File: src/rtl/timer_reloader_if.sv
`default_nettype none
// +----------------------------------------------------------------------+
// | timer_reloader_if : valid/ready memory bus, initiator <-> responder  |
// | rev 1.0                                                              |
// +----------------------------------------------------------------------+
interface timer_reloader_if;
  logic        mem_valid;
  logic        mem_instr;
  logic [31:0] mem_addr;
  logic [31:0] mem_wdata;
  logic [3:0]  mem_wstrb;
  logic [31:0] mem_rdata;
  logic        mem_ready;

  modport master (
    output mem_valid, mem_instr, mem_addr, mem_wdata, mem_wstrb,
    input  mem_rdata, mem_ready
  );

  modport slave (
    input  mem_valid, mem_instr, mem_addr, mem_wdata, mem_wstrb,
    output mem_rdata, mem_ready
  );
endinterface
`default_nettype wire

File: src/rtl/timer_reloader.sv
`default_nettype none
// +----------------------------------------------------------------------+
// | timer_reloader : services the timer interrupt by rewriting compare   |
// | as time + period over the memory bus.                   rev 1.0      |
// +----------------------------------------------------------------------+
module timer_reloader #(
  parameter logic [31:0] BASE    = 32'h0,
  parameter int unsigned TIMEOUT = 255
) (
  input  logic             clk,
  input  logic             rst,
  input  logic             enable,
  input  logic [31:0]      period,
  input  logic             timer_irpt,
  timer_reloader_if.master bus,
  output logic             busy,
  output logic             tick,
  output logic             err
);

  localparam logic [3:0] c_st_idle      = 4'd0;
  localparam logic [3:0] c_st_rd_hi1    = 4'd1;
  localparam logic [3:0] c_st_rd_lo     = 4'd2;
  localparam logic [3:0] c_st_rd_hi2    = 4'd3;
  localparam logic [3:0] c_st_wr_hi_max = 4'd4;
  localparam logic [3:0] c_st_wr_lo     = 4'd5;
  localparam logic [3:0] c_st_wr_hi     = 4'd6;
  localparam logic [3:0] c_st_done      = 4'd7;
  localparam logic [3:0] c_st_hold      = 4'd8;

  localparam logic [15:0] c_tmo_last  = 16'(TIMEOUT - 1);
  localparam logic [1:0]  c_max_retry = 2'd3;

  logic [3:0]  state_q, state_d;
  logic        valid_q, valid_d;
  logic [31:0] addr_q, addr_d;
  logic [31:0] wdata_q, wdata_d;
  logic [3:0]  wstrb_q, wstrb_d;
  logic        gap_q, gap_d;
  logic [15:0] tmo_q, tmo_d;
  logic [31:0] p_q, p_d;
  logic [31:0] h1_q, h1_d;
  logic [31:0] l_q, l_d;
  logic [63:0] n_q, n_d;
  logic [1:0]  retry_q, retry_d;
  logic        hold_q, hold_d;
  logic        err_q, err_d;
  logic        beat_start;

  always_ff @(posedge clk or negedge rst) begin
    if (!rst) begin
      state_q <= c_st_idle;
      valid_q <= 1'b0;
      addr_q  <= 32'h0;
      wdata_q <= 32'h0;
      wstrb_q <= 4'h0;
      gap_q   <= 1'b0;
      tmo_q   <= 16'h0;
      p_q     <= 32'h0;
      h1_q    <= 32'h0;
      l_q     <= 32'h0;
      n_q     <= 64'h0;
      retry_q <= 2'd0;
      hold_q  <= 1'b0;
      err_q   <= 1'b0;
    end else begin
      state_q <= state_d;
      valid_q <= valid_d;
      addr_q  <= addr_d;
      wdata_q <= wdata_d;
      wstrb_q <= wstrb_d;
      gap_q   <= gap_d;
      tmo_q   <= tmo_d;
      p_q     <= p_d;
      h1_q    <= h1_d;
      l_q     <= l_d;
      n_q     <= n_d;
      retry_q <= retry_d;
      hold_q  <= hold_d;
      err_q   <= err_d;
    end
  end

  always_comb begin
    state_d    = state_q;
    valid_d    = valid_q;
    addr_d     = addr_q;
    wdata_d    = wdata_q;
    wstrb_d    = wstrb_q;
    gap_d      = 1'b0;
    tmo_d      = tmo_q;
    p_d        = p_q;
    h1_d       = h1_q;
    l_d        = l_q;
    n_d        = n_q;
    retry_d    = retry_q;
    hold_d     = hold_q;
    err_d      = err_q;
    beat_start = 1'b0;

    case (state_q)
      c_st_idle: begin
        if (enable && timer_irpt && !err_q) begin
          state_d    = c_st_rd_hi1;
          p_d        = period;
          retry_d    = 2'd0;
          beat_start = 1'b1;
        end
      end
      c_st_done: begin
        state_d = c_st_hold;
        hold_d  = 1'b0;
      end
      c_st_hold: begin
        if (hold_q) state_d = c_st_idle;
        else        hold_d  = 1'b1;
      end
      c_st_rd_hi1, c_st_rd_lo, c_st_rd_hi2,
      c_st_wr_hi_max, c_st_wr_lo, c_st_wr_hi: begin
        // ready is deliberately not looked at during the gap cycle
        if (gap_q) begin
          beat_start = 1'b1;
        end else if (valid_q) begin
          if (bus.mem_ready) begin
            valid_d = 1'b0;
            tmo_d   = 16'h0;
            gap_d   = 1'b1;
            case (state_q)
              c_st_rd_hi1: begin
                h1_d    = bus.mem_rdata;
                state_d = c_st_rd_lo;
              end
              c_st_rd_lo: begin
                l_d     = bus.mem_rdata;
                state_d = c_st_rd_hi2;
              end
              c_st_rd_hi2: begin
                h1_d = bus.mem_rdata;
                if (bus.mem_rdata != h1_q && retry_q != c_max_retry) begin
                  retry_d = retry_q + 2'd1;
                  state_d = c_st_rd_lo;
                end else begin
                  n_d     = {bus.mem_rdata, l_q} + {32'h0, p_q};
                  state_d = c_st_wr_hi_max;
                end
              end
              c_st_wr_hi_max: state_d = c_st_wr_lo;
              c_st_wr_lo:     state_d = c_st_wr_hi;
              default:        state_d = c_st_done;
            endcase
          end else if (tmo_q == c_tmo_last) begin
            valid_d = 1'b0;
            tmo_d   = 16'h0;
            err_d   = 1'b1;
            state_d = c_st_idle;
          end else begin
            tmo_d = tmo_q + 16'd1;
          end
        end else begin
          state_d = c_st_idle;
        end
      end
      default: state_d = c_st_idle;
    endcase

    if (beat_start && enable) begin
      valid_d = 1'b1;
      tmo_d   = 16'h0;
      wdata_d = 32'h0;
      wstrb_d = 4'h0;
      case (state_d)
        c_st_rd_hi1, c_st_rd_hi2: addr_d = BASE + 32'd12;
        c_st_rd_lo:               addr_d = BASE + 32'd8;
        c_st_wr_hi_max: begin
          addr_d  = BASE + 32'd4;
          wdata_d = 32'hFFFF_FFFF;
          wstrb_d = 4'hF;
        end
        c_st_wr_lo: begin
          addr_d  = BASE;
          wdata_d = n_q[31:0];
          wstrb_d = 4'hF;
        end
        c_st_wr_hi: begin
          addr_d  = BASE + 32'd4;
          wdata_d = n_q[63:32];
          wstrb_d = 4'hF;
        end
        default: valid_d = 1'b0;
      endcase
    end

    // Disable only takes effect once no beat is outstanding on the bus
    if (!enable) begin
      err_d = 1'b0;
      if (!valid_d) begin
        state_d = c_st_idle;
        gap_d   = 1'b0;
        hold_d  = 1'b0;
      end
    end
  end

  always_comb begin
    busy = (state_q != c_st_idle);
    tick = (state_q == c_st_done);
    err  = err_q;
  end

  assign bus.mem_valid = valid_q;
  assign bus.mem_instr = 1'b0;
  assign bus.mem_addr  = addr_q;
  assign bus.mem_wdata = wdata_q;
  assign bus.mem_wstrb = wstrb_q;

endmodule
`default_nettype wire

File: src/flat_wrapper.sv
// flat-port wrapper written by rule: the top's interface ports become plain ports
module timer_reloader_flat 
#(
  parameter logic [31:0] BASE    = 32'h0,
  parameter int unsigned TIMEOUT = 255
)
  (clk, rst, enable, period, timer_irpt, busy, tick, err, bus_mem_valid, bus_mem_instr, bus_mem_addr, bus_mem_wdata, bus_mem_wstrb, bus_mem_rdata, bus_mem_ready);
  timer_reloader_if bus_i ();
  input  logic clk;
  input  logic rst;
  input  logic enable;
  input  logic [31:0] period;
  input  logic timer_irpt;
  output logic busy;
  output logic tick;
  output logic err;
  output wire logic [$bits(bus_i.mem_valid)-1:0] bus_mem_valid;
  output wire logic [$bits(bus_i.mem_instr)-1:0] bus_mem_instr;
  output wire logic [$bits(bus_i.mem_addr)-1:0] bus_mem_addr;
  output wire logic [$bits(bus_i.mem_wdata)-1:0] bus_mem_wdata;
  output wire logic [$bits(bus_i.mem_wstrb)-1:0] bus_mem_wstrb;
  input wire logic [$bits(bus_i.mem_rdata)-1:0] bus_mem_rdata;
  input wire logic [$bits(bus_i.mem_ready)-1:0] bus_mem_ready;
  assign bus_mem_valid = bus_i.mem_valid;
  assign bus_mem_instr = bus_i.mem_instr;
  assign bus_mem_addr = bus_i.mem_addr;
  assign bus_mem_wdata = bus_i.mem_wdata;
  assign bus_mem_wstrb = bus_i.mem_wstrb;
  assign bus_i.mem_rdata = bus_mem_rdata;
  assign bus_i.mem_ready = bus_mem_ready;
  timer_reloader #(.BASE(BASE), .TIMEOUT(TIMEOUT)) u_core (.clk(clk), .rst(rst), .enable(enable), .period(period), .timer_irpt(timer_irpt), .bus(bus_i), .busy(busy), .tick(tick), .err(err));
endmodule
File: config.mk
export PLATFORM = sky130hd
export DESIGN_NAME = timer_reloader_flat
export DESIGN_NICKNAME = d
export VERILOG_FILES = /design/src/rtl/timer_reloader_if.sv /design/src/rtl/timer_reloader.sv /design/src/flat_wrapper.sv
export SDC_FILE = /design/constraint.sdc
export NUM_CORES = 1
export LEC_CHECK = 0
export ABC_AREA = 1
export CORE_ASPECT_RATIO = 0.9
export CORE_MARGIN = 2
export CORE_UTILIZATION = 57
export DETAILED_ROUTE_END_ITERATION = 10
export HOLD_SLACK_MARGIN = 0.02
export PLACE_DENSITY = 0.81
export SLEW_MARGIN = 10
export SYNTH_ARGS = -nofsm -noshare
export SYNTH_HDL_FRONTEND = slang
export SYNTH_SLANG_ARGS = --single-unit
File: constraint.sdc
create_clock -name clk -period 3.01 [get_ports clk]
set_input_delay 0.602 -clock clk [delete_from_list [all_inputs] [get_ports clk]]
set_output_delay 0.602 -clock clk [all_outputs]
set_load 0.03 [all_outputs]
Word level (Yosys, flattened, before mapping)
Index checks and enable logic that the tools add are counted.
Word-level totals
  register bits after elaboration: 254
  bits of input ports: 69
  output and inout port bits: 73
  word-level logic and storage cells: 125
Cells by class
  add/sub/neg operators: 3
  eq/ne operators: 29
  mux-type cells: 52
  bitwise operators: 2
  reductions and logical operators: 25
Operator list (number)
  $pmux 32 s4: 1
  $mux 16: 6
  $pmux 32 s3: 1
  $add 64x32->64: 1
  $mux 4: 9
  $ne 32x32->1: 1
  $eq 4x3->1 const B: 7
  $mux 1: 23
  $pmux 4 s5: 1
  $add 16x1->16 const B: 1
  $eq 16x8->1 const B: 1
  $eq 4x2->1 const B: 4
  $pmux 4 s4: 1
  $reduce_and 5->1: 3
  $ne 2x1->1 const B: 7
  $mux 2: 6
  $ne 2x2->1 const B: 6
  $reduce_or 6->1: 2
  $eq 4x1->1 const B: 2
  $reduce_bool 4->1: 2
  $reduce_and 7->1: 1
  $reduce_and 6->1: 1
  $reduce_bool 2->1: 3
  $reduce_or 2->1: 3
  12 further kinds: 18

Logic depth before layout (Yosys ltp)
  depth in word-level cells: 14
  gate-level depth with buffers: 19

Worst setup path after synthesis
No wires, ideal clock.
  path kind: flip-flop to flip-flop
  from: reg u_core.l_q[0]
  to: reg u_core.n_q[52]
  setup time: 0.083 ns
  data arrival time: 2.272 ns
  setup slack: 0.656 ns
  stages on the path, launching flop included: 17
  buffers on the path: 0
  period minus slack after synthesis: 2.354 ns
  cell sequence: dfrtp_1 ha_1 inv_1 fa_1 inv_1 nand3_1 nand2_1 a21oi_1 o21bai_1 nand2_1 nand2_1 nand2_1 nand2_1 nand2_1 o21ai_0 nand2_1 o21ai_0
On the way
  cells in the longest elaborated chain, start to end: 1
Ends and longest elaborated chain
  start, declared: line timer_reloader.sv:43  | logic [31:0] l_q, l_d;
  start signal, assigned: line timer_reloader.sv:76  | l_q <= l_d;
  $add 64x32->64: line timer_reloader.sv:143  | n_d = {bus.mem_rdata, l_q} + {32'h0, p_q};
  end signal, assigned: line timer_reloader.sv:77  | n_q <= n_d;
  end, declared: line timer_reloader.sv:44  | logic [63:0] n_q, n_d;
Every way passes these cells.
A chain may end at the register's enable or synchronous reset.

Worst setup path after layout
  from: reg u_core.p_q[12]
  to: reg u_core.n_q[33]
On the way
  cells in the longest elaborated chain, start to end: 1
Ends and longest elaborated chain
  start, declared: line timer_reloader.sv:41  | logic [31:0] p_q, p_d;
  start signal, assigned: line timer_reloader.sv:74  | p_q <= p_d;
  $add 64x32->64: line timer_reloader.sv:143
Every way passes these cells.

==> impl_metrics.ini <==
[cts]
insertion_delay_ns = 0.53
numCtsBuffers = 23
cts_resized = 0
cts_tree = yes
cts_buffer_depth = 3
clk_pin_slew_ns = 0.06
cts-hold-fix-buffers = 0
post-cts-setup-buffers = 0
cts_htree_levels = 1
cts_root_buf = clkbuf_16
clkSinkCount = 221

[sta]
rsz0062_at_grt = no
hold_violations = 0
period_needed_ns = 2.810
fin_setup_tns_ns = 0
finalClockSkew_ns = 0.01369
period_share = 0.9336
whs_ns = 0.04262
setup_viol = 0
max_slew_margin = 0.3662
worst_slew_pin_slew_ns = 0.9486
timing.fmax_mhz = 355.9
drv_slew = 0

[logic_synthesis]
async_reset_ff_frac = 1.000
ys.flop_type = dfrtp_1
netlist_instances = 1758
ys_seq_area_frac = 0.4275
synth.avg_cell_area_um2 = 7.358
yosysUniqueCellTypes = 44
syn_area_um2 = 12940
synth_edf_count = 0
ys_ff_latch = 221
ys_warn_count = 0

[drt]
ant_nets = 0
drt_first_pass_iters = 5
routed_wl_um = 41560
drt_iter0_markers = 1173
remaining_drc_errors = 0
wl_per_cell_um = 18.54
vias = 12480
via_per_inst = 5.565

[power_and_ir_drop]
switching_share = 0.4389
p_sw_mw = 6.115
comb_power_share = 0.474
ir_worst_vdd_mv = 0.6534
p_seq_frac = 0.318
intPower_mw = 7.818
power_density_nw_per_um2 = 891.1
clock_power_share = 0.208
leakagePower_nw = 7.725

[global_routing]
grt_max_degree = 77
overflow = 0
grt_pass1_wl_um = 65610
antenna_found_initial = 1
grt_pass1_vias = 11940
grt.total_usage = 0.3546

[setup_path]
worstReg2RegStart = u_core.p_q[12]$_DFFE_PN0P_
cp-endpoint = u_core.n_q[33]$_DFFE_PN0P_
crit_family = compound AO/OA/AOI/OAI gates
critical_path_depth = 12
r2r_slack_ns = 0.20
worstSetupStartpoint = u_core.p_q[12]$_DFFE_PN0P_
cpMostUsedCell = nand2_1
slowest_stage = o21ai_0
reg2reg_to = u_core.n_q[33]$_DFFE_PN0P_
critPathBufInv = 0
crit_chain = ha_1, nand2_1, o21ai_0, a21oi_1, o21ai_0, a21oi_1, o21ai_0, nand2_1, nand2_1, nand2_1, nand3_1, nand2_1
critPathArrivalTime_ns = 3.23
critPathLaunchType = flip-flop
required_ns = 3.43
max_stage_delay_ns = 0.49
reg2reg_depth = 12
cp_max_fo = 4
worstSetupPathType = flip-flop to flip-flop
endpoint_kind = flip-flop

[place]
place_congestion = 1.008
hpwl_um = 32140
io_buffers = 110

[final_layout]
diodes = 0
final_cell_mix = nand2_1, dfrtp_1, nand3_1
nets = 2034
final_common_cell = nand2_1
area.growth.synth_to_final_pct = 20.86
fill_cells = 1841
drive_above_1_share = 0.08997

[floorplanning]
io-pin-count = 142
start_util = 0.5780
die-area_um2 = 23920
die-width_um = 162.8
die_h_um = 146.9
core_um2 = 22380
placementRows = 52

[status]
status = finished, final reports clean

[flow_run]
max_cap_viol_count = 0

[min_path]
min_path_type = input port to asynchronous set/reset pin
how the worst min path moves through the flow:
stage,start,end,slack [ns]
finish,rst,u_core.tmo_q[13]$_DFFE_PN0P_,0.04
global placement,u_core.p_q[13]$_DFFE_PN0P_,u_core.p_q[13]$_DFFE_PN0P_,0.46
floorplan,rst,u_core.bus.mem_addr[2]$_DFFE_PN0P_,0.31
global route,rst,u_core.tmo_q[13]$_DFFE_PN0P_,0.09
detailed placement,u_core.bus.mem_wdata[20]$_DFFE_PN0P_,u_core.bus.mem_wdata[20]$_DFFE_PN0P_,0.47
CTS,rst,u_core.tmo_q[13]$_DFFE_PN0P_,0.07
flip-flops by register name, indices dropped and copies added (netlist names), 2 cells and up:
register / flops
u_core.tmo_q: 16
u_core.retry_q: 2
u_core.bus.mem_wdata: 32
u_core.bus.mem_addr: 2
u_core.n_q: 64
u_core.p_q: 32
u_core.l_q: 32
u_core.h1_q: 32
u_core.state_q: 4
through the flow:
stage                       util  power [mW]  cells  instance area, um^2  worst slack, ns
final                     0.6986       13.93   2242                15640           0.1999
after global routing      0.6986       14.77   2242                15640          0.02036
after CTS                 0.6980       13.83   2242                15620          0.05124
after detailed placement  0.6641       10.90   2201                14860          -0.1984
after global placement    0.6641       10.73   2201                14860         -0.09844
after floorplan                -       8.529   1788                13050           0.6558
cells in the mapped netlist, drive strengths merged, types with 2 or more instances:
library cell	n	area (um^2)
a21boi	2	15.01
a21o	4	30.03
a21oi	68	362.9
a31oi	20	125.1
and3	2	12.51
buf	56	379.1
clkbuf	32	120.1
dfrtp	221	5530
ha	35	437.9
inv	158	593.1
nand2	576	2192
nand3	151	760.7
nand4	14	87.58
nor2	147	590.6
nor3	29	145.1
nor4	8	50.05
o21a	3	22.52
o21ai	145	729.5
o21bai	4	30.03
o22ai	2	12.51
or2	3	18.77
xnor2	41	359.1
xor2	28	245.2
worst reg2reg max path, stage by stage, from the launching register on:
cell and delay (ns):
dfrtp_1 0.40, ha_1 0.37, nand2_1 0.13, o21ai_0 0.37, a21oi_1 0.12, o21ai_0 0.25
a21oi_1 0.15, o21ai_0 0.49, nand2_1 0.14, nand2_1 0.09, nand2_1 0.05, nand3_1 0.10
nand2_1 0.06
per-layer routing:
| metal | vias up | part of all wire | global-route usage |
|---|---|---|---|
| met5 | - | 0.00031 | 0 |
| met4 | 2 | 0.034 | 0.1111 |
| met3 | 87 | 0.090 | 0.06494 |
| met2 | 569 | 0.44 | 0.5379 |
| met1 | 5859 | 0.44 | 0.5185 |
| li1 | 5960 | - | - |
power groups by stage:
stage	Combinational, mW	Sequential [mW]	Clock (mW)
floorplan	3.85	4.68	0
global placement	6.32	4.41	0
detailed placement	6.45	4.45	0
CTS	6.50	4.41	2.92
global route	7.21	4.51	3.05
finish	6.61	4.42	2.90
kinds of logic after synthesis:
group | Yosys count | share of synthesized area
buffers and inverters | 246 | 0.08444
XOR/XNOR | 69 | 0.04672
adder cells (fa/ha/maj) | 36 | 0.03540
flip-flops | 221 | 0.4275
other | 1 | 0.0002899
AND/OR/NAND/NOR | 932 | 0.2994
AO/OA/AOI/OAI | 253 | 0.1063
area by class of cell:
type                    instances  area [um^2]  share of cell area
clock buffers                  32        649.4             0.04153
clock inverters                 9        110.1            0.007042
inverters                     158        593.1             0.03793
multi-input cells            1321         6444              0.4121
flip-flops and latches        221         5530              0.3537
well taps                     297        371.6             0.02377
repair buffers                204         1937              0.1239
Note: power is estimated with default switching activity, not from simulation.
